## src/rtl/uart_tx_ctrl.sv

```systemverilog
// Frame-sequencing FSM for the UART transmitter: schedules start, data, optional parity and stop phases.
// Define UART_TX_STOP2_EN to stretch the stop phase to two bit times.
module uart_tx_ctrl #(
  parameter int DATA_WIDTH = 8
) (
  input  logic       CLK,
  input  logic       RST,
  input  logic       Data_Valid,
  input  logic       PAR_EN,
  input  logic       Ser_Done,
  output logic       Ser_En,
  output logic [1:0] Mux_Sel,
  output logic       BUSY,
  output logic       Frame_Done,
  output logic       Seq_Err,
  output logic [2:0] Dbg_State
);

  localparam int CNT_W = (DATA_WIDTH > 1) ? $clog2(DATA_WIDTH) : 1;
  localparam logic [CNT_W-1:0] CNT_LAST = CNT_W'(DATA_WIDTH - 1);

  typedef enum logic [2:0] {
    S_IDLE   = 3'd0,
    S_START  = 3'd1,
    S_DATA   = 3'd2,
    S_PARITY = 3'd3,
    S_STOP   = 3'd4
  } state_t;

  state_t           state_q, state_d;
  logic [CNT_W-1:0] cnt_q, cnt_d;
  logic             par_en_q, par_en_d;
  logic             seq_err_q, seq_err_d;
  logic             ser_en_q, busy_q, frame_done_q;
  logic [1:0]       mux_sel_q;
  logic             frame_done_d;
`ifdef UART_TX_STOP2_EN
  logic             stop_q, stop_d;
`endif

  always_comb begin
    state_d   = state_q;
    cnt_d     = cnt_q;
    par_en_d  = par_en_q;
    seq_err_d = seq_err_q;
`ifdef UART_TX_STOP2_EN
    stop_d    = stop_q;
`endif
    case (state_q)
      S_IDLE: begin
        if (Data_Valid) begin
          state_d  = S_START;
          par_en_d = PAR_EN;
        end
      end
      S_START: begin
        state_d = S_DATA;
        cnt_d   = '0;
      end
      S_DATA: begin
        if (cnt_q == CNT_LAST) begin
          // Counter holds at its last value so it can never wrap.
          state_d = par_en_q ? S_PARITY : S_STOP;
          if (!Ser_Done) seq_err_d = 1'b1;
`ifdef UART_TX_STOP2_EN
          stop_d = 1'b0;
`endif
        end else begin
          cnt_d = cnt_q + CNT_W'(1);
        end
      end
      S_PARITY: begin
        state_d = S_STOP;
`ifdef UART_TX_STOP2_EN
        stop_d = 1'b0;
`endif
      end
      S_STOP: begin
`ifdef UART_TX_STOP2_EN
        if (!stop_q) stop_d = 1'b1;
        else         state_d = S_IDLE;
`else
        state_d = S_IDLE;
`endif
      end
      default: state_d = S_IDLE;
    endcase
  end

`ifdef UART_TX_STOP2_EN
  assign frame_done_d = (state_d == S_STOP) && stop_d;
`else
  assign frame_done_d = (state_d == S_STOP);
`endif

  // Outputs are decoded from the next state and registered, so they line up with the state register.
  always_ff @(posedge CLK) begin
    if (RST) begin
      state_q      <= S_IDLE;
      cnt_q        <= '0;
      par_en_q     <= 1'b0;
      seq_err_q    <= 1'b0;
      ser_en_q     <= 1'b0;
      busy_q       <= 1'b0;
      frame_done_q <= 1'b0;
      mux_sel_q    <= 2'b11;
`ifdef UART_TX_STOP2_EN
      stop_q       <= 1'b0;
`endif
    end else begin
      state_q      <= state_d;
      cnt_q        <= cnt_d;
      par_en_q     <= par_en_d;
      seq_err_q    <= seq_err_d;
      ser_en_q     <= (state_d == S_DATA);
      busy_q       <= (state_d != S_IDLE);
      frame_done_q <= frame_done_d;
      case (state_d)
        S_START:  mux_sel_q <= 2'b00;
        S_DATA:   mux_sel_q <= 2'b01;
        S_PARITY: mux_sel_q <= 2'b10;
        default:  mux_sel_q <= 2'b11;
      endcase
`ifdef UART_TX_STOP2_EN
      stop_q       <= stop_d;
`endif
    end
  end

  assign Ser_En     = ser_en_q;
  assign Mux_Sel    = mux_sel_q;
  assign BUSY       = busy_q;
  assign Frame_Done = frame_done_q;
  assign Seq_Err    = seq_err_q;
  assign Dbg_State  = state_q;

endmodule

```

## config.mk

```make
export PLATFORM = sky130hd
export DESIGN_NAME = uart_tx_ctrl
export DESIGN_NICKNAME = d
export VERILOG_FILES = /design/src/rtl/uart_tx_ctrl.sv
export SDC_FILE = /design/constraint.sdc
export NUM_CORES = 1
export LEC_CHECK = 0
export BUFFER_PORTS_ARGS = -buffer_cell sky130_fd_sc_hd__buf_2
export CORE_AREA = 2 2 39 41
export CTS_CLUSTER_SIZE = 24
export DETAILED_ROUTE_END_ITERATION = 8
export DIE_AREA = 0 0 41 43
export PLACE_DENSITY = 0.65
export SETUP_SLACK_MARGIN = 0.05
export SLEW_MARGIN = 20
export SYNTH_ARGS = -nofsm -noshare
export SYNTH_HDL_FRONTEND = slang
export SYNTH_SLANG_ARGS = --single-unit
```

## constraint.sdc

```tcl
create_clock -name CLK -period 2.79 [get_ports CLK]
set_input_delay 0.279 -clock CLK [delete_from_list [all_inputs] [get_ports CLK]]
set_output_delay 0.279 -clock CLK [all_outputs]
set_load 0.01 [all_outputs]
```

Word-level counts from Yosys, hierarchy flattened
Index checks and enable logic that the tools add are counted.
- flip-flop bits (word level): 13
- output and inout bits: 9
- input port bits: 5
- word-level logic and storage cells: 32
- equality and inequality tests: 9
- reductions and logical operators: 6
- muxes and demuxes: 7
- $add $sub $neg: 1
- bitwise gates (word level): 1
- operators by type and width (kind ; count):
    $eq A3 B2 Y1 const B ; 4
    $mux W3 ; 4
    $pmux W3 S4 ; 1
    $eq A3 B1 Y1 const B ; 2
    $eq A3 B3 Y1 const B ; 2
    $pmux W2 S3 ; 1
    $pmux W3 S2 ; 1
    $reduce_and A2 Y1 ; 2
    $add A3 B1 Y3 const B ; 1
    $logic_not A3 Y1 ; 1
    $reduce_and A3 Y1 ; 1
    $reduce_bool A3 Y1 ; 1
    $ne A2 B2 Y1 const B ; 1
    $reduce_bool A2 Y1 ; 1
    $not A1 Y1 ; 1

Logic depth before layout (Yosys ltp)
Gate-level depths: netlist of the first run.
- depth after elaboration: 5
- gate-level depth with buffers: 5
- gate-level depth less buffers: 5

Least setup slack after synthesis of the first run
No wires, ideal clock.
- path kind: reg2reg
- start point: register cnt_q[0]
- end point: register cnt_q[0]
- stages on the path, launching flop included: 6
- path buffers: 0
- path slack: 1.267 ns
- library setup time: 0.121 ns
- period minus slack after synthesis: 1.523 ns
- data arrival time: 1.401 ns
- required time: 2.669 ns
- cells stage by stage: dfxtp_1 -> ha_1 -> ha_1 -> nor4b_1 -> nor3_1 -> mux2_4
- longest elaborated chain between the ends: 3
- elaborated cells on any way between the ends: 6
- classes of those cells: 1 x add/sub; 2 x eq/ne; 2 x mux; 1 x reduce/logical
- RTL lines (what ; RTL line ; source):
    start: declaration ; 31 ; logic [CNT_W-1:0] cnt_q, cnt_d;
    start signal: assignment ; 112 ; cnt_q <= cnt_d;
    $add A3 B1 Y3 or $eq A3 B3 Y1 (tied branches) ; 69, 61 ;
    $mux W3 or $ne A2 B2 Y1 (tied branches) ; n/a ;
    $pmux W3 S2 or $reduce_and A2 Y1 (tied branches) ; n/a ;
Parallel ways exist; a longest one is shown, timed or not. The select of a mux whose other input is x is not followed.
A chain may end at the register's enable or synchronous reset.

Worst setup path after layout of the first run
Same ends and word-level chain as after synthesis.

==> results of run 1 <==
[logic make-up after synthesis]
group | synth area share [%]
flops | 48.7
buf+inv | 5.85
simple gates | 22.0
mux | 4.68
compound gates | 14.1
fa+ha+maj | 4.68
[state kept, by name (all words and copies together), names as in the netlist]
register / count
Ser_En: 1
Mux_Sel: 2
par_en_q: 1
BUSY: 1
Seq_Err: 1
Frame_Done: 1
cnt_q: 3
Dbg_State: 3
[layer usage]
metal  wire (µm)  part of all wire (%)
met3          57                   5.8
met4          14                   1.4
met1         414                    42
met5           0                     0
met2         498                    51
[final timing paths]
kind             from        to
max          cnt_q[0]  cnt_q[0]
min            PAR_EN  par_en_q
max reg2reg  cnt_q[0]  cnt_q[0]
min reg2reg   Seq_Err   Seq_Err
[area by class of cell]
cell class | instances | area share, %
flip-flops and latches | 13 | 41.5
multi-input cells | 32 | 38.7
repair buffers | 13 | 10.4
clock buffers | 3 | 3.59
well taps | 16 | 3.19
inverters | 3 | 1.80
clock inverters | 1 | 0.798
[critical path: cells and delay by family, from the launching register on]
family	cells	cell delay, ns
adders and majority gates	2	0.48
DFF	1	0.33
muxes	1	0.27
and+or+nand+nor	2	0.47
[placed cells by master (no fill, tap or decap), drive strengths merged]
| cell | synthesis | routed |
|---|---|---|
| or3b | 1 | 1 |
| nand2 | 2 | 2 |
| nor3 | 4 | 4 |
| a2111oi | 1 | 1 |
| a211oi | 1 | 1 |
| clkbuf | 0 | 3 |
| nor3b | 1 | 1 |
| o21ai | 1 | 1 |
| clkinv | 0 | 1 |
| a22o | 2 | 2 |
| a41oi | 1 | 1 |
| buf | 3 | 13 |
| a211o | 1 | 1 |
| nand3 | 1 | 1 |
| ha | 2 | 2 |
| nor2b | 1 | 1 |
| dfxtp | 13 | 13 |
| nand2b | 2 | 2 |
| mux2 | 1 | 1 |
| mux2i | 1 | 1 |
| a21boi | 1 | 1 |
| a21oi | 1 | 1 |
| nor4b | 2 | 2 |
| nor2 | 5 | 5 |
| inv | 3 | 3 |
[power groups by stage]
| stage | Sequential [mW] | Clock, mW | Combinational, mW |
|---|---|---|---|
| 4_1_cts | 0.204 | 0.121 | 0.0421 |
| 3_3_place_gp | 0.208 | 0 | 0.0407 |
| 5_1_grt | 0.206 | 0.132 | 0.0464 |
| 3_5_place_dp | 0.209 | 0 | 0.0416 |
| 6_report | 0.204 | 0.115 | 0.0414 |
| 2_1_floorplan | 0.207 | 0 | 0.0318 |
==> results.py, run 1 <==
metrics = {
    "yosys": {
        "synth_warnings": 0,
        "synth_top_area_share_pct": 48.7,
        "ys_seq_area_share_pct": 48.7,
        "synth.most_common_cell": "dfxtp_1",
        "syn-num-nets": 58,
        "ys_top_cells_by_area": "dfxtp_1, ha_1, nor2_1, a22o_1, nor4b_1",
        "synth_flop_cell": "dfxtp_1",
        "synth_common_cells": "dfxtp_1, nor2_1, inv_1, nor3_1",
        "synth_area_um2": 534,
        "postSynth.asyncResetShare_pct": 0,
        "synth_area_per_cell_um2": 10.5,
        "synth-seq-cells": 13,
        "synth_edf_count": 0,
        "ys_types": 25,
        "synthCells": 51,
        "synth.largest_area_cell": "dfxtp_1",
    },
    "route": {
        "viasPerCell": 5.37,
        "antenna_left": 0,
        "drt_iter0_markers": 3,
        "wl_um": 984,
        "num_vias": 435,
        "drc": 0,
        "first_pass_iters": 4,
        "wl_per_cell_um": 12.1,
    },
    "hold_path": {
        "min_path_type": "in2reg",
        "hold_depth": 3,
    },
    "timing": {
        "layout_min_cycle_time_ns": 1.65,
        "max_freq_ghz": 0.605,
        "setup_viol": 0,
        "fin_tns_setup_ns": 0,
        "hold_viol": 0,
        "worst_slack_ns": 1.14,
        "holdWs_ns": 0.238,
        "clock_skew_ns": 0.00914,
        "rsz0062_at_grt": "false",
        "drv_slew": 0,
        "worstMarginPinSlew_ns": 0.401,
        "timing.final.crit_share_pct": 59.3,
        "slew_headroom_pct": 73.2,
    },
    "final_layout": {
        "layoutNonFillerInstCount": 81,
        "regArea_um2": 260,
        "num-nets-final": 73,
        "multiInputGateArea_um2": 243,
        "layout-drive-gt1-share_pct": 32.3,
        "antenna_cells": 0,
        "stdcell_area_um2": 627,
        "num-fill-cells": 141,
        "utilization_pct": 45.3,
        "areaGrowthSynthToFinish_pct": 17.3,
    },
    "worst_setup_path": {
        "cp-end-kind": "flop",
        "path_max_fanout": 7,
        "cp_common_cell": "ha_1",
        "path_cells": "ha_1 -> ha_1 -> nor4b_1 -> nor3_1 -> mux2_4",
        "critical_path.startpoint_type": "flop",
        "reg2reg_slack_ns": 1.14,
        "crit_slowest_cell": "nor4b_1",
        "crit_required_ns": 2.95,
        "r2r_cells": 5,
        "slowest_delay_ns": 0.35,
        "crit_type": "reg2reg",
        "cp.arrival_ns": 1.82,
    },
    "floorplan": {
        "ios": 14,
        "die_area_mm2": 0.00176,
        "die_w_um": 41,
        "core_mm2": 0.00138,
        "rows": 14,
        "die_h_um": 43,
        "initial_core_util_pct": 38.6,
    },
    "power": {
        "internal-power_uw": 268,
        "p_total_uw": 361,
        "p_switching_uw": 92.3,
        "p_seq_share_pct": 56.6,
        "ir_worst_vdd_v": 0.000265,
        "leakagePower_nw": 0.276,
        "power_density_mw_per_mm2": 576,
        "switching_share_pct": 25.6,
        "pwr-share-clk_pct": 31.9,
        "power_frac_comb_pct": 11.5,
    },
    "placement": {
        "gp_congestion": 0.718,
        "placed_cells_incl_taps": 77,
        "postPlaceCellArea_um2": 599,
        "dp_worst_setup_slack_ns": 1.15,
        "io_buffers": 13,
        "dpl.hpwl_um": 692,
    },
    "clock_tree": {
        "clk_latency_ns": 0.28,
        "cts_repair_resize_count": 0,
        "root_buffer": "clkbuf_4",
        "cts_setup_buffers": 0,
        "cts_hold_buf": 0,
        "clk_path_buf_depth": 2,
        "cts_tree": "yes",
        "htreeDepth": 1,
        "path_clk_slew_ns": 0.08,
        "cts_inserted_buffers": 3,
        "cts_sinks": 13,
    },
    "status": {
        "outcome": "finished, final reports clean",
    },
    "global_routing": {
        "antenna_found_initial": 0,
        "grt-busiest-layer": "met2",
        "gr-usage-met1_pct": 15.0,
        "met3_usage_pct": 7.85,
        "grt_start_max_net_pins": 12,
        "grt_pass1_wl_um": 1610,
        "grt_util_met2_pct": 20.9,
        "first_global_vias": 393,
        "gr-total-overflow": 0,
        "grt_usage_pct": 14.4,
    },
    "job": {
        "maxCapViolations": 0,
    },
}
No activity file was read; power rests on OpenSTA's default activity.
==> run 2, diff against run 1 <==
ABC_AREA = 1   (was default)
PLACE_DENSITY = 0.68   (was 0.65)
clock period = 1.6 ns   (was 2.79 ns; I/O delays follow)
==> run 2 against run 1 <==
Synthesized area rose by 4.9%. Sequential cell count did not move. Core utilization increased by 3.3 points. First-iteration DRC count rose by 67%. Combinational power rose by 100%. Setup slack lost 0.89 ns. Die area is the same. Non-clock buffer count is the same.
==> results.py, run 2 <==
metrics = {
    "clock_tree": {
        "cts_hold_buf": 0,
        "cts_tree": "yes",
        "root_buffer": "clkbuf_4",
        "clk_path_buf_depth": 2,
        "clk_latency_ns": 0.27,
        "path_clk_slew_ns": 0.07,
        "cts_repair_resize_count": 0,
        "htreeDepth": 1,
        "cts_sinks": 13,
        "cts_inserted_buffers": 3,
        "cts_setup_buffers": 0,
    },
    "timing": {
        "setup_viol": 0,
        "slew_headroom_pct": 83.4,
        "timing.final.crit_share_pct": 84.5,
        "rsz0062_at_grt": "false",
        "max_freq_ghz": 0.740,
        "drv_slew": 0,
        "fin_tns_setup_ns": 0,
        "worstMarginPinSlew_ns": 0.248,
        "hold_viol": 0,
        "clock_skew_ns": 0.000789,
        "layout_min_cycle_time_ns": 1.35,
    },
    "route": {
        "first_pass_iters": 4,
        "num_vias": 500,
        "viasPerCell": 4.72,
        "wl_um": 1050,
        "drc": 0,
        "antenna_left": 0,
        "drt_iter0_markers": 5,
        "wl_per_cell_um": 9.91,
    },
    "worst_setup_path": {
        "critical_path.startpoint_type": "flop",
        "startpoint": "cnt_q[0]",
        "crit_type": "reg2reg",
        "r2r_cells": 8,
        "crit_slowest_cell": "dfxtp_1",
        "slowest_delay_ns": 0.33,
        "crit_required_ns": 1.76,
        "path_cells": "ha_1 -> ha_1 -> inv_1 -> nand2_1 -> nand2_1 -> nand2_1 -> nand3_1 -> nand3_1",
        "reg2reg_slack_ns": 0.25,
        "path_max_fanout": 4,
        "cp.arrival_ns": 1.51,
        "timing.rr.end": "Mux_Sel[1]",
        "cp-end-kind": "flop",
        "crit_end": "Mux_Sel[1]",
        "cp_common_cell": "nand2_1",
        "reg2reg_from": "cnt_q[0]",
    },
    "yosys": {
        "synth.largest_area_cell": "dfxtp_1",
        "synthCells": 73,
        "ys_seq_area_share_pct": 46.4,
        "ys_top_cells_by_area": "dfxtp_1, nand2_1, inv_1, nand3_1, a21oi_1",
        "synth_top_area_share_pct": 46.4,
        "synth_flop_cell": "dfxtp_1",
        "postSynth.asyncResetShare_pct": 0,
        "synth_warnings": 0,
        "synth_common_cells": "nand2_1, dfxtp_1, inv_1",
        "synth_edf_count": 0,
        "ys_types": 15,
        "synth_area_um2": 561,
        "synth_area_per_cell_um2": 7.68,
        "synth-seq-cells": 13,
        "synth.most_common_cell": "nand2_1",
        "syn-num-nets": 80,
    },
    "final_layout": {
        "stdcell_area_um2": 672,
        "num-fill-cells": 144,
        "areaGrowthSynthToFinish_pct": 19.9,
        "num-nets-final": 98,
        "final_cell_mix": "nand2_1, dfxtp_1, buf_2",
        "layoutNonFillerInstCount": 106,
        "final_common_cell": "nand2_1",
        "antenna_cells": 0,
        "layout-drive-gt1-share_pct": 25.6,
    },
    "placement": {
        "placed_cells_incl_taps": 102,
        "dpl.hpwl_um": 825,
        "gp_congestion": 0.776,
        "io_buffers": 13,
        "postPlaceCellArea_um2": 646,
    },
    "power": {
        "ir_worst_vdd_v": 0.000476,
        "p_total_uw": 640,
        "power_density_mw_per_mm2": 953,
        "leakagePower_nw": 0.354,
    },
    "floorplan": {
        "initial_core_util_pct": 40.5,
        "die_area_mm2": 0.00176,
        "core_mm2": 0.00138,
        "rows": 14,
        "ios": 14,
        "die_h_um": 43,
        "die_w_um": 41,
    },
    "global_routing": {
        "first_global_vias": 440,
        "antenna_found_initial": 0,
        "grt_start_max_net_pins": 10,
        "grt_usage_pct": 15.1,
        "grt_pass1_wl_um": 1770,
        "gr-total-overflow": 0,
    },
    "hold_path": {
        "min_path_type": "in2reg",
    },
    "status": {
        "outcome": "finished, final reports clean",
    },
    "job": {
        "maxCapViolations": 0,
    },
}
run 2: changes by cell type after synthesis, moves of 2 or more:
cell,delta
inv_1,+9
nor2_1,+3
buf_4,-2
nor3_1,-3
nor4b_1,-2
nand2_1,+12
nand2b_1,-2
nor2_2,+2
nand3_1,+7
a22o_1,-2
a21oi_1,+6
run 2: cell families after synthesis:
logic type      Yosys count  share of synthesized area (%)
compound gates            8                           7.14
buf+inv                  13                           8.70
flops                    13                           46.4
simple gates             37                           33.3
fa+ha+maj                 2                           4.46
run 2: where the power goes:
group / switching (mW) / internal (mW)
clock: 0.104 / 0.0968
sequential: 0.0125 / 0.343
combinational: 0.0501 / 0.0345
run 2: cell type report:
cell class	instances	area [µm²]	area share (%)
clock buffers	4	26.3	3.91
inverters	13	48.8	7.26
multi-input cells	47	251	37.4
flip-flops and latches	13	260	38.7
well taps	16	20.0	2.98
repair buffers	13	65.1	9.68
run 2: layer usage:
layer  vias to the layer above  wire (µm)  global-route usage, %
li1                        263          -                      -
met2                        10        512                   22.2
met3                         5         32                   3.14
met4                         0         42                   12.0
met1                       222        462                   17.9
met5                         -          0                      0
run 2: through the flow:
stage / hold WS [ns] / utilization (%) / worst slack (ns)
global placement: 0.398 / 46.7 / 0.303
CTS: 0.0965 / 48.6 / 0.248
floorplan: 0.229 / - / 0.343
global route: 0.102 / 48.6 / 0.106
finish: 0.102 / 48.6 / 0.248
detailed placement: 0.394 / 46.7 / 0.262
run 2: worst max-delay path: cells and delay by family, from the launching register on:
kind	cells	cell delay, ns
fa+ha+maj	2	0.42
flops	1	0.33
simple gates	5	0.36
buf+inv	1	0.14
run 2: worst min path at each step:
stage | from | cells after the start | end | slack, ns
after floorplan | RST | 1 | Dbg_State[1] | 0.23
after global routing | RST | 2 | Ser_En | 0.10
after global placement | RST | 2 | Ser_En | 0.40
after CTS | RST | 2 | Ser_En | 0.1
after detailed placement | RST | 2 | Ser_En | 0.39
final | RST | 2 | Ser_En | 0.10
==> run 3, diff against run 2 <==
ABC_AREA = 0   (was 1)
clock period = 1.12 ns   (was 1.6 ns; I/O delays follow)
==> run 3 against run 2 <==
The flow now finishes with violations (negative setup slack). Setup slack lost 0.51 ns. First-iteration DRC count decreased by 80%. Final cell count fell by 7.5%. Register-to-register slack got worse by 0.51 ns. Sequential power up 41%. Largest cell class is now multi-input combinational cells.
==> results.py, run 3 (synthesized netlist as in run 1, its figures left out) <==
metrics = {
    "power": {
        "switching_share_pct": 26.4,
        "p_switching_uw": 264,
        "p_total_uw": 1000,
        "leakagePower_nw": 0.382,
        "p_seq_share_pct": 50.1,
        "pwr-share-clk_pct": 29.4,
        "power_density_mw_per_mm2": 1130,
        "internal-power_uw": 736,
        "ir_worst_vdd_v": 0.000651,
        "power_frac_comb_pct": 20.5,
    },
    "hold_path": {
        "min_path_type": "in2reg",
        "hold_depth": 3,
    },
    "route": {
        "antenna_left": 0,
        "drt_iter0_markers": 1,
        "first_pass_iters": 2,
        "viasPerCell": 5.04,
        "num_vias": 494,
        "wl_um": 1330,
        "wl_per_cell_um": 13.5,
        "drc": 0,
    },
    "global_routing": {
        "gr-total-overflow": 0,
        "first_global_vias": 514,
        "grt_pass1_wl_um": 2150,
        "grt_usage_pct": 18.5,
        "antenna_found_initial": 0,
        "grt_start_max_net_pins": 9,
    },
    "timing": {
        "setup_viol": 11,
        "fin_tns_setup_ns": -1.68,
        "timing.final.crit_share_pct": 123,
        "hold_viol": 0,
        "rsz0062_at_grt": "true",
        "drv_slew": 0,
        "max_freq_ghz": 0.724,
        "clock_skew_ns": 0.00157,
        "slew_headroom_pct": 84.3,
        "worstMarginPinSlew_ns": 0.233,
        "layout_min_cycle_time_ns": 1.38,
        "worst_slack_ns": -0.262,
    },
    "final_layout": {
        "multiInputGateArea_um2": 350,
        "antenna_cells": 0,
        "layout-drive-gt1-share_pct": 63.4,
        "num-fill-cells": 118,
        "regArea_um2": 268,
        "utilization_pct": 63.7,
        "areaGrowthSynthToFinish_pct": 65.1,
        "final_cell_mix": "buf_4, buf_2, dfxtp_1",
        "final_common_cell": "buf_4",
        "num-nets-final": 90,
    },
    "clock_tree": {
        "htreeDepth": 1,
        "clk_latency_ns": 0.27,
        "clk_path_buf_depth": 2,
        "root_buffer": "clkbuf_4",
        "cts_sinks": 13,
        "cts_inserted_buffers": 3,
        "path_clk_slew_ns": 0.08,
        "cts_tree": "yes",
    },
    "placement": {
        "gp_congestion": 0.782,
        "io_buffers": 13,
        "dp_worst_setup_slack_ns": -0.256,
        "dpl.hpwl_um": 885,
    },
    "floorplan": {
        "rows": 14,
        "die_area_mm2": 0.00176,
        "core_mm2": 0.00138,
        "ios": 14,
        "die_w_um": 41,
        "die_h_um": 43,
        "initial_core_util_pct": 38.6,
    },
    "worst_setup_path": {
        "slowest_delay_ns": 0.34,
        "critical_path.startpoint_type": "flop",
        "path_cells": "ha_4 -> ha_4 -> nor4b_4 -> nor3_2 -> mux2_4",
        "path_max_fanout": 4,
        "crit_required_ns": 1.29,
        "r2r_cells": 5,
        "cp_common_cell": "ha_4",
        "crit_type": "reg2reg",
        "crit_slowest_cell": "dfxtp_2",
        "cp.arrival_ns": 1.55,
        "cp-end-kind": "flop",
    },
    "status": {
        "outcome": "complete, but fails checks",
        "violations": "negative setup slack",
    },
    "job": {
        "maxCapViolations": 0,
    },
}
-- run 3: changes by cell type in the layout (fill, tap and decap cells not counted), moves of 4 or more --
cell	change
buf_4	+15
nand2_1	-12
inv_1	-9
nand3_1	-8
a21oi_1	-7
dfxtp_1	-4
-- run 3: power groups by stage --
| stage | combinational [mW] | clock, mW | sequential, mW |
|---|---|---|---|
| floorplan | 0.0904 | 0 | 0.517 |
| detailed placement | 0.172 | 0 | 0.514 |
| global route | 0.224 | 0.321 | 0.504 |
| CTS | 0.186 | 0.298 | 0.501 |
| global placement | 0.168 | 0 | 0.512 |
| finish | 0.205 | 0.294 | 0.501 |
-- run 3: per-layer routing --
metal | routed length [µm] | track usage, % | vias to the layer above
met5 | 0 | 0 | -
met4 | 44 | 10.0 | 0
met3 | 38 | 4.71 | 6
met2 | 704 | 31.9 | 13
met1 | 540 | 18.9 | 232
li1 | - | - | 243
-- run 3: final cells by class --
class                      count  area share (%)
multi-input combinational     32            39.7
sequential                    13            30.4
timing repair buffer          30            23.4
clock buffer                   4            2.98
tap                           16            2.27
inverter                       3            1.28
-- run 3: what timing repair did --
| item | in CTS | in global routing |
|---|---|---|
| hold buffers | 0 | 0 |
| pin swaps | 4 | 1 |
| resized for setup | 10 | 6 |
| buffers inserted | 1 | 1 |
| endpoints found under the setup margin | 14 | 14 |
| cloned | 0 | 0 |
-- run 3: per-stage QoR --
step	hold slack [ns]	std cells	instance area, µm²
global route	0.111	98	882
global placement	0.354	92	763
floorplan	0.259	51	589
CTS	0.0791	97	838
detailed placement	0.369	92	763
finish	0.0836	98	882
-- run 3: critical path: cells and delay by family (launching register included) --
kind	cells	cell delay (ns)
fa+ha+maj	2	0.33
flops	1	0.34
mux	1	0.26
simple gates	2	0.34
-- run 3: path summary, 6_finish.rpt --
check                                 to  startpoint  slack [ns]
worst max-delay path            cnt_q[0]    cnt_q[1]       -0.26
worst min-delay path            par_en_q      PAR_EN        0.08
worst max register to register  cnt_q[0]    cnt_q[1]       -0.26
worst min register to register  cnt_q[1]    cnt_q[1]        0.51
